`config.mk`:
```
export PLATFORM = sky130hd
export DESIGN_NAME = apb_uart_rx_slave
export DESIGN_NICKNAME = d
export VERILOG_FILES = /design/src/rtl/apb_uart_rx_slave.sv
export SDC_FILE = /design/constraint.sdc
export NUM_CORES = 1
export LEC_CHECK = 0
export ABC_CLOCK_PERIOD_IN_PS = 2850
export BUFFER_PORTS_ARGS = -buffer_cell sky130_fd_sc_hd__buf_2
export CORE_MARGIN = 2
export CORE_UTILIZATION = 45
export CTS_CLUSTER_DIAMETER = 80
export CTS_CLUSTER_SIZE = 20
export DETAILED_ROUTE_END_ITERATION = 7
export MAX_ROUTING_LAYER = met4
export PLACE_DENSITY = 0.71
export SYNTH_ARGS = -nofsm -noshare
export SYNTH_HDL_FRONTEND = slang
export SYNTH_SLANG_ARGS = --single-unit
```
`constraint.sdc`:
```
create_clock -name CLK -period 2.85 [get_ports CLK]
set_input_delay 0.285 -clock CLK [delete_from_list [all_inputs] [get_ports CLK]]
set_output_delay 0.285 -clock CLK [all_outputs]
set_load 0.005 [all_outputs]
```
`src/rtl/apb_uart_rx_slave.sv`:
```
// APB completer that deserialises an 8N1 UART line into a small RX FIFO.
// Exposes RXDATA / STATUS / CTRL registers, sticky error flags and a level interrupt.
module apb_uart_rx_slave #(
  parameter int DATA_WIDTH   = 32,
  parameter int ADDR_WIDTH   = 32,
  parameter int STROBE_WIDTH = 4,
  parameter int CLOCK_RATE   = 100000000,
  parameter int BAUD_RATE    = 9600,
  parameter int FIFO_DEPTH   = 4
) (
  input  logic                    CLK,
  input  logic                    RST,
  input  logic                    PSEL,
  input  logic                    PENABLE,
  input  logic                    PWRITE,
  input  logic [ADDR_WIDTH-1:0]   PADDR,
  input  logic [DATA_WIDTH-1:0]   PWDATA,
  input  logic [STROBE_WIDTH-1:0] PSTRB,
  input  logic [2:0]              PPROT,
  input  logic                    UART_rx,
  output logic                    PREADY,
  output logic [DATA_WIDTH-1:0]   PRDATA,
  output logic                    PSLVERR,
  output logic                    rx_irq
);

  localparam int CLKS_PER_BIT = CLOCK_RATE / BAUD_RATE;
  localparam int HALF_BIT     = CLKS_PER_BIT / 2;
  localparam int CNT_W        = $clog2(CLKS_PER_BIT + 1);
  localparam int PTR_W        = $clog2(FIFO_DEPTH);
  localparam int LVL_W        = $clog2(FIFO_DEPTH + 1);

  typedef enum logic [1:0] {IDLE, START, DATA, STOP} rx_state_e;

  rx_state_e          state;
  logic               rx_meta, rx_s;
  logic [CNT_W-1:0]   cnt;
  logic [2:0]         bidx;
  logic [7:0]         shreg;
  logic               push_v, ferr_v;
  logic [7:0]         push_d;

  logic               rx_en, irq_en, overrun, frame_err;
  logic [7:0]         mem [FIFO_DEPTH];
  logic [PTR_W-1:0]   wr_ptr, rd_ptr;
  logic [LVL_W-1:0]   level;
  logic               empty, full, setup, pop, do_push, ctrl_we, clr, slv_err;
  logic [7:0]         status;
  logic [DATA_WIDTH-1:0] rd_data;
  logic               unused;

  assign unused = ^{PPROT, PADDR[ADDR_WIDTH-1:4], PADDR[1:0],
                    PWDATA[DATA_WIDTH-1:3], PSTRB[STROBE_WIDTH-1:1]};

  // UART_rx is asynchronous; idle-high reset keeps the FSM from seeing a false start bit.
  always_ff @(posedge CLK or negedge RST) begin
    if (!RST) begin
      rx_meta <= 1'b1;
      rx_s    <= 1'b1;
    end else begin
      rx_meta <= UART_rx;
      rx_s    <= rx_meta;
    end
  end

  // NOTE: sequential state uses non-blocking assignments so every flop samples pre-edge values.
  always_ff @(posedge CLK or negedge RST) begin
    if (!RST) begin
      state  <= IDLE;
      cnt    <= '0;
      bidx   <= '0;
      shreg  <= '0;
      push_v <= 1'b0;
      push_d <= '0;
      ferr_v <= 1'b0;
    end else begin
      push_v <= 1'b0;
      ferr_v <= 1'b0;
      if (!rx_en) begin
        state <= IDLE;
        cnt   <= '0;
      end else begin
        case (state)
          IDLE: if (!rx_s) begin
            state <= START;
            cnt   <= '0;
          end
          START: if (cnt == CNT_W'(HALF_BIT - 1)) begin
            cnt   <= '0;
            bidx  <= '0;
            state <= rx_s ? IDLE : DATA;
          end else cnt <= cnt + CNT_W'(1);
          DATA: if (cnt == CNT_W'(CLKS_PER_BIT - 1)) begin
            cnt   <= '0;
            shreg <= {rx_s, shreg[7:1]};
            bidx  <= bidx + 3'd1;
            if (bidx == 3'd7) state <= STOP;
          end else cnt <= cnt + CNT_W'(1);
          STOP: if (cnt == CNT_W'(CLKS_PER_BIT - 1)) begin
            cnt   <= '0;
            state <= IDLE;
            if (rx_s) begin
              push_v <= 1'b1;
              push_d <= shreg;
            end else begin
              ferr_v <= 1'b1;
            end
          end else cnt <= cnt + CNT_W'(1);
          default: state <= IDLE;
        endcase
      end
    end
  end

  assign empty   = (level == '0);
  assign full    = (level == LVL_W'(FIFO_DEPTH));
  assign status  = {frame_err, overrun, full, empty, 4'(level)};
  assign setup   = PSEL & ~PENABLE & ~PREADY;
  assign do_push = push_v & (~full | pop);
  assign clr     = ctrl_we & PWDATA[2];

  // NOTE: every always_comb output gets a default first so no latch is inferred.
  always_comb begin
    rd_data = '0;
    slv_err = 1'b0;
    pop     = 1'b0;
    ctrl_we = 1'b0;
    case (PADDR[3:2])
      2'd0: if (PWRITE || empty) slv_err = 1'b1;
            else begin
              rd_data[7:0] = mem[rd_ptr];
              pop          = setup;
            end
      2'd1: if (PWRITE) slv_err = 1'b1;
            else rd_data[7:0] = status;
      2'd2: if (PWRITE) ctrl_we = setup & PSTRB[0];
            else rd_data[1:0] = {irq_en, rx_en};
      default: slv_err = 1'b1;
    endcase
  end

  // NOTE: the FIFO storage has no reset; level and pointers alone define its contents.
  always_ff @(posedge CLK) begin
    if (do_push) mem[wr_ptr] <= push_d;
  end

  // Side effects are taken at the setup edge, so the access cycle already sees PREADY.
  always_ff @(posedge CLK or negedge RST) begin
    if (!RST) begin
      PREADY    <= 1'b0;
      PRDATA    <= '0;
      PSLVERR   <= 1'b0;
      rx_irq    <= 1'b0;
      rx_en     <= 1'b1;
      irq_en    <= 1'b0;
      overrun   <= 1'b0;
      frame_err <= 1'b0;
      wr_ptr    <= '0;
      rd_ptr    <= '0;
      level     <= '0;
    end else begin
      PREADY  <= setup;
      PRDATA  <= setup ? rd_data : '0;
      PSLVERR <= setup & slv_err;

      if (ctrl_we) begin
        rx_en  <= PWDATA[0];
        irq_en <= PWDATA[1];
      end

      // A fresh error in the clear cycle takes priority over the clear.
      if (push_v && full && !pop) overrun <= 1'b1;
      else if (clr)               overrun <= 1'b0;
      if (ferr_v)                 frame_err <= 1'b1;
      else if (clr)               frame_err <= 1'b0;

      if (do_push) wr_ptr <= wr_ptr + PTR_W'(1);
      if (pop)     rd_ptr <= rd_ptr + PTR_W'(1);
      case ({do_push, pop})
        2'b10:   level <= level + LVL_W'(1);
        2'b01:   level <= level - LVL_W'(1);
        default: level <= level;
      endcase

      rx_irq <= irq_en & (~empty | overrun | frame_err);
    end
  end

endmodule
```
Word-level counts from Yosys, hierarchy flattened

Memories as Yosys holds them, arrays and structs flattened.
Index checks and enable logic that the tools add are counted.

Register bits after elaboration: 61
Memories: 1
Bits in writable memories: 32
Output and inout bits: 35
Logic and storage cells: 118

Reduce and logical (&&, ||, !) cells: 16
Muxes and demuxes: 43
Equality and inequality tests: 18
Bitwise logic cells: 14
$add $sub $neg: 6

Memories:

| name | depth | width | rd ports | clocked after Yosys merged registers in | wr ports | line | text |
|---|---|---|---|---|---|---|---|
| mem  | 4     | 8     | 1        | 0                                       | 1        | 44   | `logic [7:0] mem [FIFO_DEPTH];` |

Operators by type and width:

| operator                | count |
|---|---|
| $mux W14                | 4 |
| $pmux W14 S3            | 1 |
| $mux W8                 | 3 |
| $mux W1                 | 19 |
| $mux W2                 | 8 |
| $ne A3 B3 Y1 const B    | 5 |
| $add A14 B1 Y14 const B | 1 |
| $eq A14 B13 Y1 const B  | 1 |
| $eq A14 B14 Y1 const B  | 1 |
| $pmux W3 S2             | 2 |
| $pmux W6 S2             | 1 |
| $eq A2 B2 Y1 const B    | 4 |
| $pmux W2 S4             | 1 |
| $reduce_and A4 Y1       | 2 |
| $reduce_bool A2 Y1      | 4 |
| $and A1 B1 Y1           | 7 |
| $add A3 B1 Y3 const B   | 2 |
| $eq A2 B1 Y1 const B    | 3 |
| $eq A3 B3 Y1 const B    | 2 |
| $mux W3                 | 2 |
| $pmux W2 S3             | 1 |
| $reduce_and A5 Y1       | 1 |
| $add A2 B1 Y2 const B   | 2 |
| $logic_not A2 Y1        | 2 |
| 11 further kinds        | 18 |

Depth between registers and ports, before layout

Gate-level depths: netlist (run 1).

Depth after elaboration: 9
Depth in mapped cells: 9

Worst setup path before layout (run 1)

OpenSTA, ideal clock, no wires.

Path type: register -> register
Start point: reg PREADY
End point: reg level[2]
Arrival time: 2398 ps
Data required time: 2719 ps
Setup slack: 321 ps
Stages on the path, launching flop included: 9
Setup time: 131 ps
Buffers on the path: 1
Period minus slack after synthesis: 2529 ps
Cell sequence: dfrtp_1 or4b_4 or4_1 buf_6 nor2_4 inv_1 fa_1 a221oi_1 a21oi_1

Word-level cells in the longest chain between the ends: 8
Elaborated cells between the ends (all ways): 10
Classes of those cells: eq/ne: 2; mux: 3; bitwise: 4; reduce/logical: 1

RTL lines:

| item                                              | line | text |
|---|---|---|
| from (decl)                                       | 21   | `output logic PREADY,` |
| from (signal assigned)                            | 162  | `PREADY <= setup;` |
| $not A1 Y1 (*)                                    | 118  | `assign setup = PSEL & ~PENABLE & ~PREADY;` |
| $and A1 B1 Y1 (*)                                 | 118  |  |
| $mux W1 (*)                                       | 129  | `2'd0: if (PWRITE \|\| empty) slv_err = 1'b1;` |
| $mux W1 (*)                                       | 128  | `case (PADDR[3:2])` |
| $or A1 B1 Y1                                      | 119  | `assign do_push = push_v & (~full \| pop);` |
| $and A1 B1 Y1                                     | 119  |  |
| $eq A2 B1 Y1 or $eq A2 B2 Y1 (tied branches)      | 179  | `case ({do_push, pop})` |
| $pmux W3 S2 or $reduce_bool A2 Y1 (tied branches) | -    |  |
| to (signal assigned)                              | 180  | `2'b10: level <= level + LVL_W'(1);` |
| to (signal assigned)                              | 181  | `2'b01: level <= level - LVL_W'(1);` |
| to (signal assigned)                              | 182  | `default: level <= level;` |
| to (decl)                                         | 46   | `logic [LVL_W-1:0] level;` |

Every way passes the cells marked *; elsewhere a longest branch is shown, timed or not.
A chain may end at the register's enable or synchronous reset.

Worst setup path after layout (run 1)

Same ends and word-level chain as after synthesis.

==> out/summary.txt, run 1 <==
Slew @ Worst Pin - 644 ps
total gr overflow - 0
register area share after synthesis - 0.582
initial antenna violation count - 0
Finish-stage setup viols - 0
Max H-tree Level - 3
fin crit period - 2650 ps
WS Path Type - register to register
GRT busiest layer - met2
largest net degree at the start of global routing - 27
CTS Buf Count - 9
clock sink count - 93
Final ANT Viol Nets - 0
port buffer count - 22
top-area cell type share of the netlist area - 0.339
met3 Usage GRT - 0.0186
Max FO, Critical Path - 5
DR pass1 iterations - 4
final worst-path cycle share - 0.929
root buffer cell - clkbuf_8
CP max stage delay - 560 ps
post-CTS setup buffer count - 0
# resized after CTS - 0
core area - 9240 um^2
clock latency on the worst-skew pair - 350 ps
Initial Utilization - 0.464
most common cell after layout, fill and taps aside - dfrtp_1
Seq. cell area - 2490 um^2
Area contributors post-synth - dfrtp_1 (34%), edfxtp_1 (22%), mux2_2 (4.5%), buf_4 (4.2%), mux4_2 (4.2%)
GR Util met2 - 0.256
Fill cells - 750
CTS tree - yes
Die Y - 102 um
Worst Path Required - 3070 ps
Cells after Synth - 338
Placement Rows - 35
Ports - 112
max-capacitance violation count - 0
synth warn - 0
Post-synth EDFFs - 32
RSZ-0062 raised after global routing - no
peak supply drop - 0.379 mV
gr usage total - 0.161
cell leakage power - 0.00209 uW
crit path cell chain - or4b_4, or4_1, nor2_4, inv_1, fa_1, a221oi_1, a21oi_1
CP startpoint kind - register
first-pass GRT wire length - 12,500 um
DIE WIDTH - 102 um
power per cell area - 616 nW/um^2
Via density - 5.27
Worst EP arrival - 2870 ps
Synth Register Bits - 93
ys flop type - dfrtp_1
register clock-pin slew on the reported worst setup and hold paths - 90 ps
Final Hold Viols - 0
Worst Setup End Kind - register
Mapped Area - 4280 um^2
n_diodes - 0
relative slew slack - 0.567
Layout Skew - 13.3 ps
Post-Route WL - 7550 um
FMAX - 0.378 GHz
slowest CP cell - or4_1
GP Congestion - 0.835
# hold bufs at CTS - 1
CP bufs+invs - 1
Slew Viols, Final - 0
synth unique cells - 57
status - completed
Top Family by Delay on Critical Path - simple AND/OR/NAND/NOR gates
dominant cell type by area after synthesis - dfrtp_1
die area - 10,300 um^2
dpl hpwl - 5260 um
clock buffer depth - 2
DRC violations left - 0
DR vias - 2,652
routed len/inst - 15.0 um
met1 usage - 0.212
area of the multi-input gates - 1590 um^2
total power - 2890 uW
initial drt markers - 224
number of global-route vias before repair - 2,543
worst hold path class - primary input to register
post-synthesis async set-or-reset flop share - 0.656
Fin Setup TNS - 0 ps
Avg Cell Area, Syn - 12.7 um^2
Nets - 455
most frequent cells in the layout - dfrtp_1 (58), edfxtp_1 (32), conb_1 (24)
share of layout cells above drive strength 1 - 0.214
Area Overhead vs Synth - 9.38%
sequential cells by signal (all words and copies together) (netlist names), 2 cells and up:
register and count:
cnt 14, push_d 8, bidx 3, mem 32, level 3, wr_ptr 2
shreg 8, rd_ptr 2, state 2, PRDATA 8
kinds of logic (layout without fill, tap and decap cells):
kind of cell,after synthesis,in the layout,share of synthesized area
multiplexers,28,28,0.0938
buffers and inverters,49,62,0.0669
AND/OR/NAND/NOR,98,98,0.129
AO/OA/AOI/OAI,53,53,0.0856
XOR/XNOR,7,7,0.0143
flip-flops,93,93,0.582
other,1,24,0.000876
adder cells (fa/ha/maj),9,9,0.0280
path summary, 6_finish.rpt:
kind	end	slack, ps	depth (start not counted)	startpoint
max	level[2]	200	7	PREADY
min	rx_meta	30	1	UART_rx
max reg2reg	level[2]	200	7	PREADY
min reg2reg	rx_s	370	0	rx_meta
max in group asynchronous	rx_meta	1820	3	RST
min in group asynchronous	cnt[10]	340	2	RST
through the flow:
stage               utilization  hold slack (ps)  setup slack [ps]  instance area, um^2  cells
detailed placement        0.485              187               157                 4480    486
CTS                       0.507             18.7               212                 4680    503
global placement          0.485              182               195                 4480    486
global route              0.507             25.9              98.0                 4680    503
floorplan                     -            -10.6               321                 4370    361
finish                    0.507             34.2               202                 4680    503
synthesized netlist by cell type, drive strengths merged, types with 3 or more instances:
library cell and instances:
a22oi 4, nand3 13, ha 8, nand2 23, and2 9, mux2i 3, clkbuf 7, nor2 17
xor2 3, inv 13, mux4 8, dfrtp 58, a21oi 10, nand3b 3, a31oi 7, a22o 4
nor3 6, nor4 6, xnor2 4, o21ai 11, nand4 3, dfstp 3, buf 29, nor2b 3
edfxtp 32, mux2 17
power by group:
group          switching, uW  leakage, uW  internal [uW]
Combinational            226     0.000804            185
Sequential               160      0.00119           1450
Clock                    454    0.0000973            412
Total                    840      0.00209           2050
layout make-up:
cell class,instances,share of cell area
multi-input combinational,219,0.340
clock buffer,10,0.0272
tap,129,0.0345
sequential,93,0.532
inverter,13,0.0104
timing repair buffer,33,0.0417
clock inverter,6,0.0147
routing by layer:
metal  up-vias  routed length, um
li1       1248                  -
met1      1314               3490
met2        82               3650
met3         8                308
met4         0                 98
met5         -                  0
No activity file was read; power rests on OpenSTA's default activity.
==> inputs of run 2 (changes only) <==
--- a/config.mk
+++ b/config.mk
@@ -5,6 +5,7 @@
 export SDC_FILE = /design/constraint.sdc
 export NUM_CORES = 1
 export LEC_CHECK = 0
+export ABC_AREA = 1
 export ABC_CLOCK_PERIOD_IN_PS = 2850
 export BUFFER_PORTS_ARGS = -buffer_cell sky130_fd_sc_hd__buf_2
 export CORE_MARGIN = 2
@@ -13,7 +14,7 @@
 export CTS_CLUSTER_SIZE = 20
 export DETAILED_ROUTE_END_ITERATION = 7
 export MAX_ROUTING_LAYER = met4
-export PLACE_DENSITY = 0.71
+export PLACE_DENSITY = 0.7
 export SYNTH_ARGS = -nofsm -noshare
 export SYNTH_HDL_FRONTEND = slang
 export SYNTH_SLANG_ARGS = --single-unit
==> run 2 against run 1 <==
- non-clock buffer count is 5 lower
- hold slack got worse by 9.2 ps
- utilization is 1.1 points lower
- sequential cell count unchanged
- register-to-register slack better by 690 ps
- synthesized area rose by 4.2%
- global-route usage fell by 0.23 points
- first-iteration DRC count down 33%
==> out/summary.txt, run 2 <==
die area - 10,700 um^2 (was 10,300 um^2)
top-area cell type share of the netlist area - 0.325 (was 0.339)
clock buffer depth - 2 (unchanged)
CTS Buf Count - 9 (unchanged)
CP bufs+invs - 2 (was 1)
Logic pwr share - 0.214 (was 0.143)
Placement Rows - 36 (was 35)
# resized after CTS - 0 (unchanged)
n_diodes - 0 (unchanged)
Synth Register Bits - 93 (unchanged)
Layout Cells excl Fill - 624 (was 503)
CP startpoint kind - register (unchanged)
design area - 4810 um^2 (was 4680 um^2)
Area contributors post-synth - dfrtp_1 (33%), edfxtp_1 (22%), nand2_1 (6.2%), nor2_1 (4.7%), inv_1 (4.5%) (was dfrtp_1 (34%), edfxtp_1 (22%), mux2_2 (4.5%), buf_4 (4.2%), mux4_2 (4.2%))
Max FO, Critical Path - 5 (unchanged)
ys flop type - dfrtp_1 (unchanged)
Slew @ Worst Pin - 528 ps (was 644 ps)
total gr overflow - 0 (unchanged)
top flop regs - mem (32), cnt (14) (unchanged)
DP Area - 4620 um^2 (was 4480 um^2)
slowest CP cell - dfrtp_1 (was or4_1)
relative slew slack - 0.648 (was 0.567)
Worst Path Required - 3120 ps (was 3070 ps)
gr usage total - 0.159 (was 0.161)
Switch Pwr - 1030 uW (was 840 uW)
sw frac - 0.340 (was 0.291)
clock sink count - 93 (unchanged)
clock latency on the worst-skew pair - 360 ps (was 350 ps)
most common cell after layout, fill and taps aside - nand2_1 (was dfrtp_1)
number of global-route vias before repair - 2,899 (was 2,543)
initial antenna violation count - 0 (unchanged)
post-synthesis async set-or-reset flop share - 0.656 (unchanged)
root buffer cell - clkbuf_8 (unchanged)
crit path cell chain - nor2_1, nand2_1, nand3_2, nor2_4, nand2_2, fa_1, inv_1, nand2_1, nand2_1, nand2_1, nand2_1, inv_1 (was or4b_4, or4_1, nor2_4, inv_1, fa_1, a221oi_1, a21oi_1)
routed len/inst - 12.8 um (was 15.0 um)
Fin Setup TNS - 0 ps (unchanged)
area of the multi-input gates - 1620 um^2 (was 1590 um^2)
synth unique cells - 37 (was 57)
final worst-path cycle share - 0.686 (was 0.929)
CTS tree - yes (unchanged)
share of layout cells above drive strength 1 - 0.169 (was 0.214)
CP max stage delay - 430 ps (was 560 ps)
dominant cell type by area after synthesis - dfrtp_1 (unchanged)
routed length on met2 - 3910 um (was 3650 um)
DR WL met3 - 316 um (was 308 um)
Avg Cell Area, Syn - 9.79 um^2 (was 12.7 um^2)
Most flops, register - mem (unchanged)
WS Path Type - register to register (unchanged)
Initial Utilization - 0.461 (was 0.464)
Mapped Area - 4460 um^2 (was 4280 um^2)
cell leakage power - 0.00221 uW (was 0.00209 uW)
fin crit period - 1960 ps (was 2650 ps)
Final ANT Viol Nets - 0 (unchanged)
largest net degree at the start of global routing - 42 (was 27)
Post-Route WL - 7980 um (was 7550 um)
P_int - 2000 uW (was 2050 uW)
top-count cell post-synth - nand2_1 (was dfrtp_1)
DRC violations left - 0 (unchanged)
dpl hpwl - 5650 um (was 5260 um)
register area share after synthesis - 0.558 (was 0.582)
M1 WL - 3620 um (was 3490 um)
DIE WIDTH - 104 um (was 102 um)
Slew Viols, Final - 0 (unchanged)
core area - 9680 um^2 (was 9240 um^2)
most frequent cells in the layout - nand2_1 (74), dfrtp_1 (58), nor2_1 (56) (was dfrtp_1 (58), edfxtp_1 (32), conb_1 (24))
Sequential Power Share - 0.523 (was 0.558)
Layout Skew - 16.5 ps (was 13.3 ps)
Crit path top cell by count - nand2_1
Worst EP arrival - 2220 ps (was 2870 ps)
peak supply drop - 0.262 mV (was 0.379 mV)
Seq. cell area - 2490 um^2 (unchanged)
Nets - 572 (was 455)
Die Y - 104 um (was 102 um)
register clock-pin slew on the reported worst setup and hold paths - 100 ps (was 90 ps)
placed insts - 607 (was 486)
DR pass1 iterations - 4 (unchanged)
Via density - 4.87 (was 5.27)
Post-synth top cells - nand2_1 (74), dfrtp_1 (58), nor2_1 (56) (was dfrtp_1 (58), edfxtp_1 (32), buf_4 (24))
RSZ-0062 raised after global routing - no (unchanged)
Area Overhead vs Synth - 7.71% (was 9.38%)
Final Hold Viols - 0 (unchanged)
synth warn - 0 (unchanged)
status - completed (unchanged)
max reg flops - 32 (unchanged)
Top Metal Used - met4 (unchanged)
DR vias - 3,037 (was 2,652)
max-capacitance violation count - 0 (unchanged)
worst hold path class - primary input to register (unchanged)
Post-synth EDFFs - 32 (unchanged)
port buffer count - 22 (unchanged)
GP Congestion - 0.871 (was 0.835)
Fill cells - 881 (was 750)
Worst Setup End Kind - register (unchanged)
power per cell area - 631 nW/um^2 (was 616 nW/um^2)
Finish-stage setup viols - 0 (unchanged)
Ports - 112 (unchanged)
FMAX - 0.511 GHz (was 0.378 GHz)
reg2reg setup slack - 890 ps (was 200 ps)
initial drt markers - 150 (was 224)
hold_ws - 25.0 ps (was 34.2 ps)
Top Family by Delay on Critical Path - simple AND/OR/NAND/NOR gates (unchanged)
clock power share - 0.263 (was 0.300)
first-pass GRT wire length - 13,300 um (was 12,500 um)
Max H-tree Level - 3 (unchanged)
Cells after Synth - 456 (was 338)
run 2: cell count changes after synthesis, moves of 9 or more:
cell     change
xor2_1      +10
inv_1       +40
mux2_2      -16
nor2_1      +40
and2_1       -9
nand2_1     +51
o21ai_0     +13
o21ai_2     +15
run 2: power by group through the flow:
stage               registers, uW  clock network [uW]  logic, uW
finish                       1590                 799        648
global placement             1610                   0        624
global route                 1600                 875        741
detailed placement           1610                   0        648
CTS                          1580                 826        654
floorplan                    1550                   0        569
run 2: logic make-up (layout without fill, tap and decap cells):
logic type,count (synthesis),after routing,share of synthesized area
mux,1,1,0.00252
xor+xnor,13,13,0.0255
fa+ha+maj,9,9,0.0269
flops,93,93,0.558
other cells,1,24,0.000840
simple gates,177,177,0.179
compound gates,76,76,0.108
buf+inv,86,98,0.0990
run 2: timing repair:
action                    in CTS  in global routing
hold buffers                   1                  0
hold endpoints to repair      19                  0
buffers inserted               0                  0
run 2: routing by layer:
metal | vias to the layer above | track usage
li1 | 1502 | -
met1 | 1439 | 0.187
met2 | 83 | 0.266
met3 | 13 | 0.0308
met4 | 0 | 0.0705
met5 | - | -
run 2: layout make-up:
cell class	instances	share of cell area
clock inverter	6	0.00937
multi-input combinational	300	0.336
sequential	93	0.518
inverter	54	0.0422
timing repair buffer	28	0.0328
tap	133	0.0346
clock buffer	10	0.0265
run 2: final timing paths:
kind	start	to	cells after the start
worst max-delay path	level[0]	level[2]	12
worst min-delay path	UART_rx	rx_meta	1
min in group asynchronous	RST	rx_irq	2
worst max register to register	level[0]	level[2]	12
worst min register to register	rx_meta	rx_s	0
max in group asynchronous	RST	rx_meta	3
run 2: metrics by stage:
step                total power (uW)  utilization  worst slack (ps)
floorplan                       2110            -              1160
global placement                2230        0.478               974
detailed placement              2260        0.478               924
CTS                             3060        0.496               915
global route                    3220        0.496               737
finish                          3030        0.496               894
==> inputs of run 3 (changes only) <==
--- a/config.mk
+++ b/config.mk
@@ -5,8 +5,8 @@
 export SDC_FILE = /design/constraint.sdc
 export NUM_CORES = 1
 export LEC_CHECK = 0
-export ABC_AREA = 1
-export ABC_CLOCK_PERIOD_IN_PS = 2850
+export ABC_AREA = 0
+export ABC_CLOCK_PERIOD_IN_PS = 1900
 export BUFFER_PORTS_ARGS = -buffer_cell sky130_fd_sc_hd__buf_2
 export CORE_MARGIN = 2
 export CORE_UTILIZATION = 45
@@ -14,7 +14,7 @@
 export CTS_CLUSTER_SIZE = 20
 export DETAILED_ROUTE_END_ITERATION = 7
 export MAX_ROUTING_LAYER = met4
-export PLACE_DENSITY = 0.7
+export PLACE_DENSITY = 0.71
 export SYNTH_ARGS = -nofsm -noshare
 export SYNTH_HDL_FRONTEND = slang
 export SYNTH_SLANG_ARGS = --single-unit
==> constraint.sdc (replaced) <==
create_clock -name CLK -period 1.9 [get_ports CLK]
set_input_delay 0.19 -clock CLK [delete_from_list [all_inputs] [get_ports CLK]]
set_output_delay 0.19 -clock CLK [all_outputs]
set_load 0.005 [all_outputs]
==> run 3 against run 2 <==
- the run now ends with negative setup slack left
- register-to-register slack worse by 1400 ps
- clock skew up 0.73 ps
- combinational power up 74%
- critical path depth down 4
- highest routed layer unchanged
==> out/summary.txt, run 3 (synthesis gave the netlist of run 1 again) <==
status - complete, but fails checks (was completed)
failing checks - negative setup slack
Initial Utilization - 0.464 (was 0.461)
port buffer count - 22 (unchanged)
Max H-tree Level - 3 (unchanged)
final worst-path cycle share - 1.29 (was 0.686)
sw frac - 0.316 (was 0.340)
Finish-stage setup viols - 60 (was 0)
Slew Viols, Final - 0 (unchanged)
Logic pwr share - 0.236 (was 0.214)
clock sink count - 93 (unchanged)
CTS Buf Count - 9 (unchanged)
Switch Pwr - 1510 uW (was 1030 uW)
relative slew slack - 0.598 (was 0.648)
RSZ-0062 raised after global routing - yes (was no)
total power - 4780 uW (was 3030 uW)
Sequential Power Share - 0.487 (was 0.523)
DR pass1 iterations - 4 (unchanged)
root buffer cell - clkbuf_8 (unchanged)
initial antenna violation count - 0 (unchanged)
Most flops, register - mem (unchanged)
Final ANT Viol Nets - 0 (unchanged)
Ports - 112 (unchanged)
CTS tree - yes (unchanged)
Nets - 504 (was 572)
DRC violations left - 0 (unchanged)
clock power share - 0.278 (was 0.263)
power per cell area - 890 nW/um^2 (was 631 nW/um^2)
Worst EP arrival - 2690 ps (was 2220 ps)
Slew @ Worst Pin - 599 ps (was 528 ps)
n_diodes - 0 (unchanged)
Area Overhead vs Synth - 25.4% (was 7.71%)
FMAX - 0.409 GHz (was 0.511 GHz)
register clock-pin slew on the reported worst setup and hold paths - 110 ps (was 100 ps)
reg2reg setup slack - -550 ps (was 890 ps)
design area - 5370 um^2 (was 4810 um^2)
WS Path Type - register to register (unchanged)
clock buffer depth - 2 (unchanged)
top flop regs - mem (32), cnt (14) (unchanged)
CP startpoint kind - register (unchanged)
total gr overflow - 0 (unchanged)
largest net degree at the start of global routing - 62 (was 42)
Die Y - 102 um (was 104 um)
PnR worst setup slack - -547 ps (was 894 ps)
gr usage total - 0.162 (was 0.159)
worst hold path class - primary input to register (unchanged)
max-capacitance violation count - 0 (unchanged)
Via density - 5.16 (was 4.87)
hold_ws - 93.5 ps (was 25.0 ps)
routed len/inst - 14.9 um (was 12.8 um)
Layout Skew - 17.2 ps (was 16.5 ps)
peak supply drop - 0.458 mV (was 0.262 mV)
Final Hold Viols - 0 (unchanged)
most frequent cells in the layout - dfrtp_1 (58), buf_4 (46), edfxtp_1 (32) (was nand2_1 (74), dfrtp_1 (58), nor2_1 (56))
Post-Route WL - 8250 um (was 7980 um)
Max FO, Critical Path - 2 (was 5)
most common cell after layout, fill and taps aside - dfrtp_1 (was nand2_1)
clock latency on the worst-skew pair - 360 ps (about the same)
max reg flops - 32 (unchanged)
DR vias - 2,848 (was 3,037)
dpl hpwl - 5430 um (was 5650 um)
DIE WIDTH - 102 um (was 104 um)
GP Congestion - 0.834 (was 0.871)
core area - 9240 um^2 (was 9680 um^2)
initial drt markers - 102 (was 150)
P_int - 3270 uW (was 2000 uW)
Placement Rows - 35 (was 36)
number of global-route vias before repair - 2,669 (was 2,899)
first-pass GRT wire length - 12,800 um (was 13,300 um)
share of layout cells above drive strength 1 - 0.378 (was 0.169)
die area - 10,300 um^2 (was 10,700 um^2)
Worst Setup End Kind - register (unchanged)
fin crit period - 2450 ps (was 1960 ps)
DP Area - 4800 um^2 (was 4620 um^2)
Worst Path Required - 2140 ps (was 3120 ps)
cell leakage power - 0.00244 uW (was 0.00221 uW)
run 3: changes by cell type in the layout (fill, tap and decap cells not counted), sizes merged, moves of 8 or more:
cell   delta
and2      +9
buf      +51
inv      -40
mux2     +16
mux4      +8
nand2    -59
nor2     -45
o21ai    -33
xor2     -10
run 3: final timing paths:
| check | from | endpoint | cells past startpoint |
|---|---|---|---|
| worst min-delay path | PWDATA[1] | irq_en | 2 |
| worst min register to register | rx_meta | rx_s | 0 |
| max in group asynchronous | RST | rx_s | 3 |
| worst max-delay path | PREADY | level[1] | 8 |
| worst max register to register | PREADY | level[1] | 8 |
| min in group asynchronous | RST | cnt[10] | 3 |
run 3: routing by layer:
metal,vias to the layer above,GRT usage,part of all wire
li1,1350,-,-
met1,1402,0.214,0.45
met2,84,0.260,0.50
met3,12,0.0228,0.039
met4,0,0.0499,0.014
met5,-,-,0
run 3: metrics by stage:
step	std cells	util	setup TNS [ps]	setup WS, ps
2_1_floorplan	361	-	-12280	-612
3_3_place_gp	519	0.520	-13750	-492
3_5_place_dp	519	0.520	-15400	-569
4_1_cts	539	0.552	-15630	-553
5_1_grt	552	0.581	-19290	-614
6_report	552	0.581	-15940	-547
run 3: critical path, stage by stage (launching register included):
cell and delay [ps]:
dfrtp_1 390, or4b_4 490, or4_4 510, nor2_4 110, inv_2 50, fa_1 500, nor2_1 50, a21oi_1 130
o22ai_1 100
run 3: power by group through the flow:
| stage | Sequential, uW | Combinational (uW) | Clock (uW) |
|---|---|---|---|
| 2_1_floorplan | 2300 | 634 | 0 |
| 3_3_place_gp | 2350 | 862 | 0 |
| 3_5_place_dp | 2360 | 893 | 0 |
| 4_1_cts | 2320 | 979 | 1360 |
| 5_1_grt | 2350 | 1230 | 1450 |
| 6_report | 2330 | 1130 | 1330 |
run 3: timing repair:
| item | in CTS | in global routing |
|---|---|---|
| pin swaps | 3 | 23 |
| gates cloned | 1 | 2 |
| hold buffers | 2 | 0 |
| setup buffers | 1 | 12 |
| setup endpoints to repair | 43 | 73 |
| hold endpoints to repair | 59 | 0 |
| resized for setup | 8 | 44 |
run 3: area by class of cell:
class,instances,area [um^2]
timing repair buffer,82,673
clock inverter,7,83.8
fill,704,3870
clock buffer,9,124
inverter,13,48.8
sequential,93,2490
tap,129,161
multi-input combinational,219,1790
